$ cat src/rtl/neuron_pkg.sv
// neuron_pkg: shared types and widths for the sequential neuron.
// FSM state encoding, operand widths, saturation value, index sizing.
package neuron_pkg;

  localparam int X_W   = 4;
  localparam int W_W   = 4;
  localparam int ACC_W = 8;

  localparam logic [ACC_W-1:0] ACC_SAT = 8'hFF;

  typedef enum logic [2:0] {
    S_IDLE,
    S_LOAD,
    S_ISSUE,
    S_SUM,
    S_CAPT,
    S_DONE
  } state_t;

  function automatic int idx_bits(input int n);
    return (n <= 2) ? 1 : $clog2(n);
  endfunction

endpackage

$ cat src/rtl/neuron_wrf.sv
// neuron_wrf: N_IN x 4-bit weight register file.
// One synchronous write port, one asynchronous read port.
module neuron_wrf
  import neuron_pkg::*;
#(
  parameter int N_IN = 4,
  parameter int IW   = idx_bits(N_IN)
) (
  input  logic           clk,
  input  logic           rst_n,
  input  logic           we,
  input  logic [3:0]     waddr,
  input  logic [W_W-1:0] wdata,
  input  logic [IW-1:0]  raddr,
  output logic [W_W-1:0] rdata
);

  logic [W_W-1:0] mem [N_IN];
  logic           in_range;

  assign in_range = ({1'b0, waddr} < 5'(N_IN));
  assign rdata    = mem[raddr];

  // Weight storage; out-of-range addresses are dropped.
  always_ff @(posedge clk or negedge rst_n) begin
    if (!rst_n) begin
      for (int i = 0; i < N_IN; i++) mem[i] <= '0;
    end else if (we && in_range) begin
      mem[waddr[IW-1:0]] <= wdata;
    end
  end

endmodule

$ cat src/rtl/neuron_seq.sv
// neuron_seq: sequential dot-product neuron with step activation.
// Define NEURON_SEQ_SAT_EN for saturating accumulation.
module neuron_seq
  import neuron_pkg::*;
#(
  parameter int               N_IN   = 4,
  parameter logic [ACC_W-1:0] THRESH = 8'd16
) (
  input  logic             clk,
  input  logic             rst_n,
  input  logic             w_we,
  input  logic [3:0]       w_addr,
  input  logic [W_W-1:0]   w_data,
  input  logic             in_valid,
  output logic             in_ready,
  input  logic [X_W-1:0]   in_x,
  output logic [X_W-1:0]   mac_x,
  output logic [W_W-1:0]   mac_w,
  output logic [ACC_W-1:0] mac_prev,
  input  logic [ACC_W-1:0] mac_out,
  output logic             res_valid,
  input  logic             res_ready,
  output logic [ACC_W-1:0] res_sum,
  output logic             res_fire
);

  localparam int            IW   = idx_bits(N_IN);
  localparam logic [IW-1:0] LAST = IW'(N_IN - 1);

  state_t           state;
  logic [IW-1:0]    idx;
  logic [IW-1:0]    rd_idx;
  logic [ACC_W-1:0] acc;
  logic [ACC_W-1:0] acc_nxt;
  logic [X_W-1:0]   x_q [N_IN];
  logic [X_W-1:0]   mx_q;
  logic [W_W-1:0]   mw_q;
  logic [W_W-1:0]   rd_w;
  logic             in_rdy_q;
  logic             res_vld_q;
  logic             in_hs;

  // Index of the term about to be issued.
  assign rd_idx = (state == S_CAPT) ? idx + 1'b1 : '0;

  neuron_wrf #(
    .N_IN (N_IN),
    .IW   (IW)
  ) u_wrf (
    .clk   (clk),
    .rst_n (rst_n),
    .we    (w_we),
    .waddr (w_addr),
    .wdata (w_data),
    .raddr (rd_idx),
    .rdata (rd_w)
  );

`ifdef NEURON_SEQ_SAT_EN
  // Pin at full scale once the MAC wraps.
  assign acc_nxt = (acc == ACC_SAT || mac_out < acc) ? ACC_SAT : mac_out;
`else
  assign acc_nxt = mac_out;
`endif

  assign in_hs     = in_valid && in_rdy_q;
  assign in_ready  = in_rdy_q;
  assign res_valid = res_vld_q;
  assign res_sum   = res_vld_q ? acc : '0;
  assign res_fire  = res_vld_q && (acc >= THRESH);
  assign mac_x     = mx_q;
  assign mac_w     = mw_q;
  assign mac_prev  = acc;

  // Control FSM with registered handshake and MAC operand outputs.
  always_ff @(posedge clk or negedge rst_n) begin
    if (!rst_n) begin
      state     <= S_IDLE;
      idx       <= '0;
      acc       <= '0;
      mx_q      <= '0;
      mw_q      <= '0;
      in_rdy_q  <= 1'b0;
      res_vld_q <= 1'b0;
      for (int i = 0; i < N_IN; i++) x_q[i] <= '0;
    end else begin
      unique case (state)
        S_IDLE: begin
          in_rdy_q <= 1'b1;
          if (in_hs) begin
            x_q[idx] <= in_x;
            idx      <= idx + 1'b1;
            state    <= S_LOAD;
          end
        end
        S_LOAD: begin
          if (in_hs) begin
            x_q[idx] <= in_x;
            if (idx == LAST) begin
              idx      <= '0;
              acc      <= '0;
              in_rdy_q <= 1'b0;
              mx_q     <= x_q[0];
              mw_q     <= rd_w;
              state    <= S_ISSUE;
            end else begin
              idx <= idx + 1'b1;
            end
          end
        end
        S_ISSUE: state <= S_SUM;
        S_SUM:   state <= S_CAPT;
        S_CAPT: begin
          acc <= acc_nxt;
          if (idx == LAST) begin
            mx_q      <= '0;
            mw_q      <= '0;
            res_vld_q <= 1'b1;
            state     <= S_DONE;
          end else begin
            idx   <= idx + 1'b1;
            mx_q  <= x_q[rd_idx];
            mw_q  <= rd_w;
            state <= S_ISSUE;
          end
        end
        S_DONE: begin
          if (res_ready) begin
            idx       <= '0;
            res_vld_q <= 1'b0;
            in_rdy_q  <= 1'b1;
            state     <= S_IDLE;
          end
        end
        default: state <= S_IDLE;
      endcase
    end
  end

endmodule

$ cat config.mk
export PLATFORM = sky130hd
export DESIGN_NAME = neuron_seq
export DESIGN_NICKNAME = d
export VERILOG_FILES = /design/src/rtl/neuron_pkg.sv /design/src/rtl/neuron_wrf.sv /design/src/rtl/neuron_seq.sv
export SDC_FILE = /design/constraint.sdc
export NUM_CORES = 1
export LEC_CHECK = 0
export CAP_MARGIN = 0
export CORE_MARGIN = 4
export CORE_UTILIZATION = 40
export DETAILED_ROUTE_END_ITERATION = 16
export DONT_BUFFER_PORTS = 1
export GPL_ROUTABILITY_DRIVEN = 1
export HOLD_SLACK_MARGIN = 0.1
export PLACE_DENSITY = 0.64
export SLEW_MARGIN = 20
export SYNTH_ARGS = -nofsm -noshare
export SYNTH_HDL_FRONTEND = slang
export SYNTH_SLANG_ARGS = --single-unit
$ cat constraint.sdc
create_clock -name clk -period 2.5 [get_ports clk]
set_input_delay 0.25 -clock clk [delete_from_list [all_inputs] [get_ports clk]]
set_output_delay 0.25 -clock clk [all_outputs]
set_load 0.02 [all_outputs]
==> impl.org <==
** Critical path
- Largest fanout on the critical path :: 16
- CP max stage delay :: roughly 0.40 ns
- CP Cell Sequence :: ha_1 > nand4_1 > nor3_2 > buf_4 > mux2i_1 > o22ai_1
- At the worst endpoint, the arrival time is between 2 and 2.5 ns.
- CP Data Required Time :: between 2 and 3 ns
- STA classifies the critical path endpoint as a flip-flop.
- On the critical path, the stage with the largest delay is an instance of dfrtp_1.
- Critical R2R Launch :: idx[0]
- The worst setup path is of the flip-flop to flip-flop kind.
- In this run the worst setup path begins at idx[0].
- CP bufs+invs :: 1
- Family with the most delay on the worst path :: simple AND/OR/NAND/NOR gates
- The worst setup path is launched from a flip-flop.

** Synth
- Post-Synthesis Mean Instance Area :: between 10 and 15 um^2
- Number of nets in the synthesized netlist :: about 260
- Of the synthesized area, sequential elements account for 0.5231.
- After synthesis the netlist holds a flip-flop and latch count of 55.
- Cells after synthesis :: ~230
- Of the post-synthesis cell area, the dominant cell type holds 0.5231.
- Synth unique cells :: 34
- Library cell occupying the most area in the post-synthesis netlist :: dfrtp_1
- Count of synthesis-stage warnings from yosys :: 0
- In the post-synthesis netlist, the biggest area contributors are dfrtp_1 52%, mux2_2 15%, nand2_1 4.1%, mux4_2 3.4%, mux2i_1 3.0%.
- The mapped netlist covers 2631 um^2.

** Power and ir drop
- Peak supply drop :: about 0.64 mV
- Summed over all cells, the static leakage comes to between 1 and 1.5 nW.
- Dividing total power by cell area gives a power density of between 1000 and 1500 nW/um^2.

** Timing
- Period minus WS final :: 1.954 ns
- Between clock sinks in the finished design, the worst skew comes to approximately 0.014 ns.
- The number of endpoints with negative hold slack in the final report came to 0.
- Slew of the pin with the lowest slew margin :: about 0.71 ns
- Setup violations remaining at the end of the flow were counted as 0.
- Final hold analysis gives a worst-case slack of 0.2053 ns.
- Of the available clock period, the critical path in the final layout requires 0.7816.
- Worst slew slack as a fraction of its limit :: 0.5214
- The final max-slew violation count came to 0.
- For the final routed database, the setup TNS stands at 0 ns.
- For this run, the top clock speed supported by timing is slightly above 500 MHz.
- Setup repair after global routing missed its margin :: false

** Global routing
- Across every metal layer, demand over resource in global routing totals 0.1511.
- Initial antenna violation count :: 0
- Remaining global-route overflow :: 0
- The first global-routing pass estimated around 9100 um of wire.
- Vias in the first global route :: between 1500 and 2000
- Entering global routing, the biggest net connects 56 pins.

** Finish
- Filler-free cell count of the finished design :: between 300 and 400
- Fraction of final layout cells sized beyond drive strength 1 :: 0.2105
- Nets@finish :: 275
- The repair_antennas step left the layout with diodes totalling 0.
- Most frequent cells in the layout :: 55 x dfrtp_1, 34 x mux2_2, 29 x nand2_1
- Area of all sequential standard cells :: 1376 um^2
- Counting the fill cells in the layout gives 563.
- Design area :: slightly above 3000 um^2
- Relative to the synthesized area, the layout overhead comes to 14.84%.
- Area of the multi-input gates :: 1175 um^2
- Most common cell after layout, fill and taps aside :: dfrtp_1

** Placed design
- Detailed placement ended at an HPWL of 3807 um.
- Including well taps, the total number of placed cells is a little under 300.
- Port buffering added 0 buffers.
- Routability congestion estimate from global placement :: 0.7905
- Total placed instance area :: about 2700 um^2

** Floorplan
- The core region is about 6400 um^2.
- Die Y-Extent :: slightly below 90 um
- Ports :: 52
- The die is approximately 90 um wide.
- The initial utilization of the core area, before any placement, comes to 0.4120.
- The die covers between 7000 and 8000 um^2.
- After floorplanning, the core was divided into 29 placement rows.

** Clocking
- At the later pin of the worst-skew pair, clock insertion delay measures just over 0.3 ns.
- For this design, the CTS-stage hold fixing added 19 buffers.
- Clock sink total :: between 50 and 60
- After clock tree synthesis, the setup repair step added 0 buffers.
- CTS-repair resized insts :: 0
- Library cell used as clock root buffer :: clkbuf_8
- Clock-pin slew on the worst setup and hold paths :: roughly 0.1 ns
- CTS Buf Count :: 5
- H-Tree Depth :: 2
- Clock tree from TritonCTS :: yes
- No sink is reached through more buffers than the 2 on the longest clock path.

** Detailed routing
- DR DRC count :: 0
- Dividing the detail-routed via count by the number of cells gives around 5.5.
- Across all layers, the routed design uses between 1500 and 2000 vias.
- The detailed router finished its first iteration with roughly 190 violations.
- After detailed routing, the total wire length is between 5000 and 6000 um.
- Once detail routing completed, the nets flagged for antenna violations numbered 0.
- Detail-routed net length per standard cell :: around 17 um
- The pre-antenna-repair detailed-routing pass consisted of 4 iterations.

** Hold path
- In this run the most critical hold path is launched from res_ready.
- Hold/Removal Path Class :: input pin to flip-flop

** Outcome
- The run finished with clean final reports.

** Job
- # Max-Cap Violations :: 0
final timing paths:
check / slack, ns / end / depth (start not counted)
worst max-delay path: 0.55 / mac_x[0] / 6
worst min-delay path: 0.21 / state[0] / 3
worst max register to register: 0.55 / mac_x[0] / 6
worst min register to register: 0.51 / u_wrf.mem[0] / 1
max in group asynchronous: 1.81 / mac_x[2] / 2
min in group asynchronous: 0.44 / mac_prev[5] / 2
worst reg2reg max path, stage by stage, from the launching register on:
cell	delay [ns]
dfrtp_1	0.40
ha_1	0.31
nand4_1	0.21
nor3_2	0.28
buf_4	0.30
mux2i_1	0.21
o22ai_1	0.09
cell families (layout without fill, tap and decap cells):
group | after synthesis | after routing | synth area share
and+or+nand+nor | 63 | 63 | 0.1222
muxes | 46 | 46 | 0.2102
buffers and inverters | 18 | 37 | 0.03043
AOI/OAI and AO/OA | 42 | 42 | 0.09511
DFF | 55 | 55 | 0.5231
adders and majority gates | 4 | 4 | 0.01902
cell type report:
type	count	area share
Tap cell	77	0.03188
Timing Repair Buffer	22	0.07619
Multi-Input combinational cell	155	0.3888
Clock inverter	2	0.01159
Clock buffer	6	0.02733
Sequential cell	55	0.4555
Inverter	7	0.008696
report_power, final:
group / internal, mW / total, mW / leakage [nW] / switching [mW]
combinational: 0.641 / 1.31 / 0.543 / 0.664
sequential: 1.25 / 1.73 / 0.673 / 0.482
clock: 0.325 / 0.613 / 0.0612 / 0.288
routing by layer:
layer,up-vias,GRT usage,share of wire
li1,850,-,-
met1,875,0.1901,0.43
met2,48,0.2431,0.48
met3,7,0.05069,0.075
met4,0,0.05413,0.014
met5,-,0,0
through the flow:
step	util	setup WS [ns]	total power, mW
2_1_floorplan	-	0.4239	2.734
3_3_place_gp	0.4222	0.6920	2.967
3_5_place_dp	0.4222	0.5938	3.016
4_1_cts	0.4732	0.5666	3.682
5_1_grt	0.4732	0.3518	3.939
6_report	0.4732	0.5461	3.647
sequential cells by signal, indices dropped and copies added, names as in the netlist, 2 cells and up:
| signal | flops |
|---|---|
| mac_prev | 8 |
| u_wrf.mem | 16 |
| x_q | 16 |
| state | 3 |
| mac_x | 4 |
| idx | 2 |
| mac_w | 4 |
synthesized netlist by cell type, drive strengths merged:
| library cell | count |
|---|---|
| o41a | 1 |
| or4b | 1 |
| nand2b | 4 |
| nor2b | 1 |
| o31ai | 1 |
| clkbuf | 6 |
| inv | 7 |
| nor2 | 4 |
| nand4 | 2 |
| or2b | 1 |
| o21ai | 12 |
| o22ai | 6 |
| nand3 | 2 |
| nand4b | 1 |
| a211oi | 1 |
| a21oi | 15 |
| dfrtp | 55 |
| mux2i | 8 |
| or2 | 1 |
| nor3b | 1 |
| buf | 5 |
| and2 | 8 |
| nand2 | 29 |
| mux2 | 34 |
| or3 | 4 |
| a311oi | 1 |
| o21a | 1 |
| o2bb2ai | 4 |
| nor3 | 3 |
| or3b | 1 |
| mux4 | 4 |
| ha | 4 |
No activity file was read; power rests on OpenSTA's default activity.
